File: config.mk
export PLATFORM = sky130hd
export DESIGN_NAME = mode_selector_flat
export DESIGN_NICKNAME = d
export VERILOG_FILES = /design/src/rtl/mode_selector_if.sv /design/src/rtl/mode_selector.sv /design/src/flat_wrapper.sv
export SDC_FILE = /design/constraint.sdc
export NUM_CORES = 1
export LEC_CHECK = 0
export BUFFER_PORTS_ARGS = -buffer_cell sky130_fd_sc_hd__buf_4
export CORE_AREA = 2 2 68 70
export DETAILED_ROUTE_END_ITERATION = 12
export DIE_AREA = 0 0 70 72
export GPL_ROUTABILITY_DRIVEN = 1
export PLACE_DENSITY_LB_ADDON = 0.1
export SYNTH_ARGS = -nofsm -noshare
export SYNTH_HDL_FRONTEND = slang
export SYNTH_SLANG_ARGS = --single-unit
File: constraint.sdc
create_clock -name clk -period 2.6 [get_ports clk]
set_clock_uncertainty 0.05 [all_clocks]
set_input_delay 0.52 -clock clk [delete_from_list [all_inputs] [get_ports clk]]
set_output_delay 0.52 -clock clk [all_outputs]
set_load 0.05 [all_outputs]
File: src/rtl/mode_selector_if.sv
// Button/lock inputs and mode outputs of the mode controller, bundled as one port.
// slave = controller side, master = the logic that drives the button and consumes the mode.
interface mode_selector_if #(
  parameter int NUM_MODES = 2,
  parameter int MODE_W    = 1
);
  logic                 mode_btn;
  logic                 mode_lock;
  logic [MODE_W-1:0]    mode;
  logic [NUM_MODES-1:0] mode_onehot;
  logic                 mode_chg;
  logic                 led_mode;

  modport master (
    output mode_btn, mode_lock,
    input  mode, mode_onehot, mode_chg, led_mode
  );

  modport slave (
    input  mode_btn, mode_lock,
    output mode, mode_onehot, mode_chg, led_mode
  );
endinterface

File: src/rtl/mode_selector.sv
// Push-button mode controller: synchronise, debounce on a divided tick, cycle through NUM_MODES.
// Define LONG_PRESS_EN to advance on release and return to mode 0 on a long hold.
module mode_selector #(
  parameter int NUM_MODES = 2,
  parameter int MODE_W    = 1,
  parameter int TICK_DIV  = 100000,
  parameter int DEB_CNT   = 20,
  parameter int LONG_CNT  = 1000
) (
  input  logic           clk,
  input  logic           rst,
  mode_selector_if.slave bus
);

  typedef enum logic [1:0] {
    IDLE,
    HELD,
    LONG_DONE
  } state_t;

  localparam int TICK_W = (TICK_DIV > 1) ? $clog2(TICK_DIV) : 1;
  localparam int DEB_W  = (DEB_CNT > 1) ? $clog2(DEB_CNT + 1) : 1;
  localparam logic [MODE_W-1:0] LAST_MODE = MODE_W'(NUM_MODES - 1);

  if (NUM_MODES < 2 || NUM_MODES > (1 << MODE_W) || TICK_DIV < 1 ||
      DEB_CNT < 1 || LONG_CNT < 1) begin : g_bad_params
    $error("mode_selector: parameter out of range");
  end

  // Two-flop synchroniser; the raw button only ever feeds sync_q1.
  logic sync_q1, sync_q2;

  // NOTE: every clocked block uses non-blocking assignments so all flops sample pre-edge values.
  always_ff @(posedge clk or negedge rst) begin
    if (!rst) begin
      sync_q1 <= 1'b0;
      sync_q2 <= 1'b0;
    end else begin
      sync_q1 <= bus.mode_btn;
      sync_q2 <= sync_q1;
    end
  end

  logic [TICK_W-1:0] tick_cnt;
  logic              tick;

  always_ff @(posedge clk or negedge rst) begin
    if (!rst) begin
      tick_cnt <= '0;
      tick     <= 1'b0;
    end else if (tick_cnt == TICK_W'(TICK_DIV - 1)) begin
      tick_cnt <= '0;
      tick     <= 1'b1;
    end else begin
      tick_cnt <= tick_cnt + 1'b1;
      tick     <= 1'b0;
    end
  end

  // A new level is accepted only after DEB_CNT consecutive ticks that disagree with it.
  logic [DEB_W-1:0] deb_cnt;
  logic             deb_level;

  always_ff @(posedge clk or negedge rst) begin
    if (!rst) begin
      deb_cnt   <= '0;
      deb_level <= 1'b0;
    end else if (tick) begin
      if (sync_q2 != deb_level) begin
        if (deb_cnt == DEB_W'(DEB_CNT - 1)) begin
          deb_level <= sync_q2;
          deb_cnt   <= '0;
        end else begin
          deb_cnt <= deb_cnt + 1'b1;
        end
      end else begin
        deb_cnt <= '0;
      end
    end
  end

  logic deb_prev;
  logic armed;
  logic press;
  logic release_evt;
  logic press_ok;

  assign press       = deb_level & ~deb_prev;
  assign release_evt = ~deb_level & deb_prev;
  assign press_ok    = press & armed;

  // A button held through reset must be seen released before it can count as a press.
  always_ff @(posedge clk or negedge rst) begin
    if (!rst) begin
      deb_prev <= 1'b0;
      armed    <= 1'b0;
    end else begin
      deb_prev <= deb_level;
      if (release_evt || (tick && !sync_q2 && !deb_level)) begin
        armed <= 1'b1;
      end
    end
  end

  state_t state, state_nx;
  logic   do_adv;
  logic   do_zero;

`ifdef LONG_PRESS_EN
  localparam int HOLD_W = $clog2(LONG_CNT + 1);
  logic [HOLD_W-1:0] hold_cnt;

  // Saturates at LONG_CNT so a very long hold cannot wrap back into short-press range.
  always_ff @(posedge clk or negedge rst) begin
    if (!rst) begin
      hold_cnt <= '0;
    end else if (state != HELD) begin
      hold_cnt <= '0;
    end else if (tick && (hold_cnt != HOLD_W'(LONG_CNT))) begin
      hold_cnt <= hold_cnt + 1'b1;
    end
  end
`endif

  always_ff @(posedge clk or negedge rst) begin
    if (!rst) begin
      state <= IDLE;
    end else begin
      state <= state_nx;
    end
  end

  // NOTE: defaults first, so no path through this block leaves a signal unassigned (no latches).
  always_comb begin
    state_nx = state;
    do_adv   = 1'b0;
    do_zero  = 1'b0;
    case (state)
      IDLE: begin
        if (press_ok) begin
          state_nx = HELD;
`ifndef LONG_PRESS_EN
          do_adv   = ~bus.mode_lock;
`endif
        end
      end
      HELD: begin
`ifdef LONG_PRESS_EN
        if (release_evt) begin
          state_nx = IDLE;
          do_adv   = ~bus.mode_lock & (hold_cnt < HOLD_W'(LONG_CNT));
        end else if (hold_cnt == HOLD_W'(LONG_CNT)) begin
          state_nx = LONG_DONE;
          do_zero  = ~bus.mode_lock;
        end
`else
        if (release_evt) begin
          state_nx = IDLE;
        end
`endif
      end
      LONG_DONE: begin
        if (release_evt) begin
          state_nx = IDLE;
        end
      end
      default: state_nx = IDLE;
    endcase
  end

  logic [MODE_W-1:0] mode_nx;
  assign mode_nx = (bus.mode == LAST_MODE) ? '0 : bus.mode + 1'b1;

  // All four outputs are registered together so they change on the same edge.
  always_ff @(posedge clk or negedge rst) begin
    if (!rst) begin
      bus.mode        <= '0;
      bus.mode_onehot <= NUM_MODES'(1);
      bus.led_mode    <= 1'b0;
      bus.mode_chg    <= 1'b0;
    end else if (do_zero) begin
      bus.mode        <= '0;
      bus.mode_onehot <= NUM_MODES'(1);
      bus.led_mode    <= 1'b0;
      bus.mode_chg    <= (bus.mode != '0);
    end else if (do_adv) begin
      bus.mode        <= mode_nx;
      bus.mode_onehot <= NUM_MODES'(1) << mode_nx;
      bus.led_mode    <= (mode_nx != '0);
      bus.mode_chg    <= 1'b1;
    end else begin
      bus.mode_chg    <= 1'b0;
    end
  end

endmodule

File: src/flat_wrapper.sv
// flat-port wrapper written by rule: the top's interface ports become plain ports
module mode_selector_flat 
#(
  parameter int NUM_MODES = 2,
  parameter int MODE_W    = 1,
  parameter int TICK_DIV  = 100000,
  parameter int DEB_CNT   = 20,
  parameter int LONG_CNT  = 1000
)
  (clk, rst, bus_mode_btn, bus_mode_lock, bus_mode, bus_mode_onehot, bus_mode_chg, bus_led_mode);
  mode_selector_if #(.NUM_MODES(NUM_MODES), .MODE_W(MODE_W)) bus_i ();
  input  logic clk;
  input  logic rst;
  input wire logic [$bits(bus_i.mode_btn)-1:0] bus_mode_btn;
  input wire logic [$bits(bus_i.mode_lock)-1:0] bus_mode_lock;
  output wire logic [$bits(bus_i.mode)-1:0] bus_mode;
  output wire logic [$bits(bus_i.mode_onehot)-1:0] bus_mode_onehot;
  output wire logic [$bits(bus_i.mode_chg)-1:0] bus_mode_chg;
  output wire logic [$bits(bus_i.led_mode)-1:0] bus_led_mode;
  assign bus_i.mode_btn = bus_mode_btn;
  assign bus_i.mode_lock = bus_mode_lock;
  assign bus_mode = bus_i.mode;
  assign bus_mode_onehot = bus_i.mode_onehot;
  assign bus_mode_chg = bus_i.mode_chg;
  assign bus_led_mode = bus_i.led_mode;
  mode_selector #(.NUM_MODES(NUM_MODES), .MODE_W(MODE_W), .TICK_DIV(TICK_DIV), .DEB_CNT(DEB_CNT), .LONG_CNT(LONG_CNT)) u_core (.clk(clk), .rst(rst), .bus(bus_i));
endmodule
==> results of run 1 <==
==> synth_stat cells (all sizes together), types with 4 or more instances <==
library cell,n
dfrtp,31
nor2,11
xnor2,11
nand3,7
nand4,7
xor2,7
nand2,6
and4,4
inv,4
o21ai,4
==> how the worst max path moves through the flow <==
stage / startpoint / slack [ps] / cells after the start / endpoint
6_report: u_core.tick_cnt[13] / 690 / 4 / u_core.tick_cnt[15]
4_1_cts: u_core.tick_cnt[13] / 660 / 4 / u_core.tick_cnt[15]
3_5_place_dp: u_core.tick_cnt[13] / 680 / 4 / u_core.tick_cnt[15]
5_1_grt: u_core.tick_cnt[13] / 570 / 4 / u_core.tick_cnt[16]
2_1_floorplan: u_core.tick_cnt[11] / 850 / 4 / u_core.tick_cnt[15]
3_3_place_gp: u_core.tick_cnt[11] / 720 / 4 / u_core.tick_cnt[15]
==> power by group through the flow <==
stage               combinational (mW)  sequential, mW  clock, mW
finish                          0.0140           0.500      0.470
global route                    0.0171           0.500      0.507
CTS                             0.0154           0.500      0.489
detailed placement              0.0154           0.510          0
global placement                0.0154           0.510          0
floorplan                      0.00145           0.510          0
==> routing by layer <==
| metal | up-vias | routed length [um] |
|---|---|---|
| li1 | 435 | - |
| met1 | 438 | 1070 |
| met2 | 9 | 1190 |
| met3 | 4 | 70 |
| met4 | 0 | 63 |
| met5 | - | 0 |
==> cells in the final DEF, fill, tap and decap left out, drive strengths merged <==
master / instances
nor4b: 1
nor2: 11
and3: 1
nand2: 6
dfstp: 1
o22ai: 1
or4: 1
nand4: 7
clkbuf: 6
nand3b: 1
nand4bb: 1
nand3: 7
o21ai: 4
o21bai: 1
nor2b: 2
nor3: 2
inv: 4
or3: 1
a21oi: 2
nor4: 1
clkinv: 1
a21o: 1
ha: 2
mux2: 2
mux2i: 1
nand4b: 1
xor2: 7
and4: 4
buf: 8
dfrtp: 31
nand2b: 1
xnor2: 11
bufinv: 1
==> logic make-up after synthesis <==
group                      after synthesis  synth area share, %
AOI/OAI and AO/OA                        9                 3.69
xor gates and xnor gates                18                 11.3
adders and majority gates                2                 1.80
buffers and inverters                    7                 2.43
DFF                                     32                 57.7
muxes                                    3                 2.34
and+or+nand+nor                         48                 20.7
==> area by class of cell <==
cell class,instances,share of cell area (%)
Timing Repair Buffer,8,3.74
Clock buffer,6,4.52
Clock inverter,2,2.18
Tap cell,52,4.06
Sequential cell,32,50.0
Multi-Input combinational cell,80,34.6
Inverter,4,0.936
==> worst max-delay path, stage by stage, from the launching register on <==
cell and delay, ps:
dfrtp_1 430, or4_4 540, nor4_4 530, nand2b_1 170, mux2i_1 60
==> metrics by stage <==
stage / instances / instance area [um^2] / power [mW] / hold WS [ps]
after global placement: 176 / 1500 / 0.525 / 294
final: 184 / 1600 / 0.984 / 104
after CTS: 184 / 1600 / 1.00 / 119
after floorplan: 119 / 1390 / 0.511 / 174
after global routing: 184 / 1600 / 1.02 / 142
after detailed placement: 176 / 1500 / 0.525 / 319
==> impl_metrics.tcl, run 1 <==
set metrics [dict create \
    portBuffers 8 \
    overflow 0 \
    internal_power_uw 787 \
    cts_htree_levels 2 \
    maxCapViolations 0 \
    cp-end-kind "flop" \
    grt_usage_pct 11.2 \
    path_class "flop to flop" \
    cts_resized 0 \
    root_buffer "clkbuf_8" \
    dr.pass1.iters 3 \
    cts_buffers 5 \
    antenna_found_initial 0 \
    use_met1_pct 12.6 \
    synth_edf_count 0 \
    drt_iter0_drc 9 \
    syn_area_um2 1390 \
    syn_area_per_cell_um2 11.7 \
    combPwrFrac_pct 1.4 \
    drive_gt1_share_pct 15.2 \
    rsz0062_at_grt "no" \
    clk_path_buf_depth 2 \
    grt_use_met2_pct 17.9 \
    fin_crit_sh_pct 73.6 \
    grt_max_degree 33 \
    hold_path_class "input port to asynchronous set/reset pin" \
    hold_viol_final 0 \
    grt_pass1_vias 930 \
    fin_crit_ps 1910 \
    syn-num-nets 125 \
    diodes 0 \
    r2r_slack_ps 690 \
    cts_tree "done" \
    die_h_um 72 \
    grt_pass1_wl_um 4270 \
    regMostFlops "u_core.tick_cnt" \
    synth_area_leader_cell "dfrtp_1" \
    p_sw_share_pct 20.0 \
    vias_per_cell 4.82 \
    relSlewSlack_pct 62.2 \
    cp_max_fo 10 \
    clock_latency_ps 280 \
    design.die.area_um2 5040 \
    setup_ws_ps 686 \
    critPathArrivalTime_ps 2030 \
    reg2reg_to "u_core.tick_cnt[15]" \
    boundaryPins 9 \
    maxSlewViolCount 0 \
    drt-total-wl_um 2390 \
    power.leakage_nw 0.736 \
    clk_pin_slew_ps 70 \
    seq_area_frac_synth_pct 57.7 \
    die_w_um 70 \
    status "completed" \
    ys_warn_count 0 \
    pre_cts_slack_ps 678 \
    synth-seq-cells 32 \
    fmax_mhz 523 \
    yosysUniqueCellTypes 32 \
    grt_util_met3_pct 3.47 \
    p_switching_uw 197 \
    nets 137 \
    yosys.area.top_type_share_pct 55.8 \
    core_area_um2 4260 \
    n_fill_cell 433 \
    top_usage_layer "met2" \
    utilization_pct 37.6 \
    hold_buffers 0 \
    power_frac_clock_pct 47.7 \
    crit_required_ps 2710 \
    power.density_nw_per_um2 614 \
    seqPwrFrac_pct 50.8 \
    worstReg2RegStart "u_core.tick_cnt[13]" \
    area_growth_pct 15.4 \
    start_kind "flop" \
    drt-wirelength-per-cell_um 13.0 \
    setup_tns_ps 0 \
    async_reset_ff_share_pct 100 \
    postCtsSetupBuffers 0 \
    seq_area_um2 802 \
    drc 0 \
    post-dp-hpwl_um 1600 \
    antenna_left 0 \
    reg2reg_depth 4 \
    largest_register_ffs 17 \
    synth.area.top_cells "dfrtp_1 (56%), xnor2_1 (6.9%), xor2_1 (4.4%)" \
    globalplace.congestion 0.768 \
    clock-sinks 32 \
    tightestPinTransition_ps 563 \
    synth_ff_type "dfrtp_1" \
    syn_inst 119 \
    rows 24 \
    largestRegisters "u_core.tick_cnt (17), u_core.deb_cnt (5), u_core.bus.mode_onehot (2)" \
    start_util_pct 32.6 \
    setup_violations 0 \
    irDropWorstVdd_mv 0.192 \
    multi_input_area_um2 554 \
    dr_total_vias 886 \
]
No activity file was read; power rests on OpenSTA's default activity.
==> run 2: changes to the inputs <==
Settings changed: ABC_AREA set to 1, CORE_AREA 2 2 68 70 to 2 2 73 75, DIE_AREA 0 0 70 72 to 0 0 75 77.
Clock period 2.6 ns to 1.6 ns, I/O delays scaled along.
==> run 2 against run 1 <==
Effect of this change:
- synthesized area grew 15%
- global-route usage grew 0.61 points
- clock-buffer cell count is the same
- setup slack lost 510 ps
- final area grew 14%
- via count grew 34%
- first-iteration DRC count grew to 4.0 times the previous value
- sequential power grew 63%
==> impl_metrics.tcl, run 2 <==
set metrics [dict create \
    status "completed" \
    relSlewSlack_pct 72.6 \
    setup_violations 0 \
    synth_area_leader_cell "dfrtp_1" \
    synth_ff_type "dfrtp_1" \
    critPathBufInv 1 \
    irDropWorstVdd_mv 0.363 \
    rows 26 \
    regMostFlops "u_core.tick_cnt" \
    globalplace.congestion 0.756 \
    start_util_pct 32.2 \
    fmax_mhz 702 \
    ys_warn_count 0 \
    syn-num-nets 210 \
    placed_area_um2 1720 \
    synth-simple-area-share_pct 30.0 \
    setup_tns_ps 0 \
    yosys.cell_count.top_type "nand2_1" \
    cts_htree_levels 2 \
    cts_tree "done" \
    cp_slowest_cell "dfrtp_1" \
    path_class "flop to flop" \
    dp.cells 278 \
    drt-total-wl_um 2920 \
    design.die.area_um2 5780 \
    yosysUniqueCellTypes 23 \
    postCtsSetupBuffers 0 \
    slowest_delay_ps 370 \
    synth_edf_count 0 \
    crit_chain "ha_1, nand2_1, inv_1, nand2_1, nor2_1, nand2_1, nor2_4, a21oi_1" \
    tightestPinTransition_ps 412 \
    rsz0062_at_grt "no" \
    diodes 0 \
    clk_pin_slew_ps 70 \
    final_area_um2 1830 \
    hold_viol_final 0 \
    cts_buffers 5 \
    final_cell_mix "nand2_1 (45), nor2_1 (41), inv_1 (34)" \
    whs_path_depth 1 \
    cp_max_fo 8 \
    dr.pass1.iters 4 \
    cp-end-kind "flop" \
    fin_crit_sh_pct 89.1 \
    synth.area.top_cells "dfrtp_1 (48%), nand2_1 (11%), nor2_1 (9.6%)" \
    path_depth 8 \
    syn_area_per_cell_um2 7.86 \
    dr_total_vias 1185 \
    grt_usage_pct 11.8 \
    root_buffer "clkbuf_8" \
    antenna_found_initial 0 \
    area_growth_pct 13.9 \
    synth_adder_area_share_pct 1.56 \
    drt-wirelength-per-cell_um 10.2 \
    async_reset_ff_share_pct 100 \
    grt_pass1_vias 1246 \
    seq_area_um2 802 \
    yosys-mux-area-fraction_pct 0 \
    final_common_cell "nand2_1" \
    power.leakage_nw 0.936 \
    crit_family "simple AND/OR/NAND/NOR gates" \
    critPathArrivalTime_ps 1530 \
    die_h_um 77 \
    drc 0 \
    power_mw 1.50 \
    grt_max_degree 33 \
    die_w_um 75 \
    synth-seq-cells 32 \
    portBuffers 8 \
    maxCapViolations 0 \
    yosys.area.top_type_share_pct 48.4 \
    nets 222 \
    cts_resized 0 \
    vias_per_cell 4.13 \
    synth-compound-area-share_pct 3.28 \
    multi_input_area_um2 647 \
    core_area_um2 4980 \
    crit_required_ps 1700 \
    layout.cells.non_filler 287 \
    reg2reg_depth 8 \
    overflow 0 \
    drive_gt1_share_pct 12.0 \
    synth_top_family_by_area "simple AND/OR/NAND/NOR gates" \
    seq_area_frac_synth_pct 50.0 \
    maxSlewViolCount 0 \
    largest_register_ffs 17 \
    fin_crit_ps 1430 \
    cp_common_cell "nand2_1" \
    clock_latency_ps 280 \
    hold_buffers 1 \
    largestRegisters "u_core.tick_cnt (17), u_core.deb_cnt (5), u_core.bus.mode_onehot (2)" \
    power.density_nw_per_um2 819 \
    antenna_left 0 \
    boundaryPins 9 \
    synth_common_cells "nand2_1 (45), nor2_1 (41), inv_1 (34)" \
    hold_path_class "input port to flop" \
    syn_area_um2 1600 \
    n_fill_cell 531 \
    clock-sinks 32 \
    syn_inst 204 \
    start_kind "flop" \
    synth_xor_area_share_pct 5.46 \
    clk_path_buf_depth 2 \
    grt_pass1_wl_um 5240 \
    post-dp-hpwl_um 2140 \
    drt_iter0_drc 36 \
]
[run 2: changes by cell type after synthesis, sizes merged, moves of 4 or more]
cell / before / now
and4: 4 / 0
inv: 4 / 34
nor2: 11 / 46
nand4: 7 / 2
nand2: 6 / 48
xnor2: 11 / 2
nand3: 7 / 11
[run 2: metal layers]
| metal | track usage [%] | vias up | wire, um |
|---|---|---|---|
| met5 | 0 | - | 0 |
| met4 | 5.18 | 0 | 25 |
| met3 | 4.07 | 2 | 70 |
| met2 | 19.5 | 6 | 1500 |
| met1 | 13.4 | 542 | 1310 |
| li1 | - | 635 | - |
[run 2: cells by family (layout without fill, tap and decap cells)]
| kind of cell | count (synthesis) | in the layout |
|---|---|---|
| buffers and inverters | 38 | 51 |
| AOI/OAI and AO/OA | 10 | 10 |
| adders and majority gates | 2 | 2 |
| DFF | 32 | 32 |
| and+or+nand+nor | 112 | 112 |
| xor gates and xnor gates | 10 | 10 |
[run 2: worst paths after layout]
kind,slack (ps),endpoint,from
worst min-delay path,100,u_core.sync_q1,bus_mode_btn
worst max register to register,170,u_core.tick_cnt[15],u_core.tick_cnt[0]
worst min register to register,300,u_core.sync_q2,u_core.sync_q1
max in group asynchronous,710,u_core.bus.mode_onehot[0],rst
min in group asynchronous,470,u_core.armed,rst
worst max-delay path,170,u_core.tick_cnt[15],u_core.tick_cnt[0]
[run 2: power breakdown]
group	leakage, nW	internal (mW)	switching [mW]
Sequential	0.422	0.813	0.00320
Combinational	0.463	0.0125	0.0338
Clock	0.0510	0.343	0.291
[run 2: final cells by class]
| cell class | count | share of cell area, % |
|---|---|---|
| Clock buffer | 6 | 4.52 |
| Clock inverter | 2 | 0.548 |
| Inverter | 34 | 6.99 |
| Multi-Input combinational cell | 134 | 35.4 |
| Sequential cell | 32 | 43.9 |
| Tap cell | 70 | 4.79 |
| Timing Repair Buffer | 9 | 3.84 |
[run 2: stage by stage]
step	util [%]	hold slack, ps	setup slack [ps]
after global routing	36.7	84.0	34.5
final	36.7	97.0	175
after CTS	36.7	85.1	161
after floorplan	-	-25.6	275
after global placement	34.6	233	223
after detailed placement	34.6	238	174
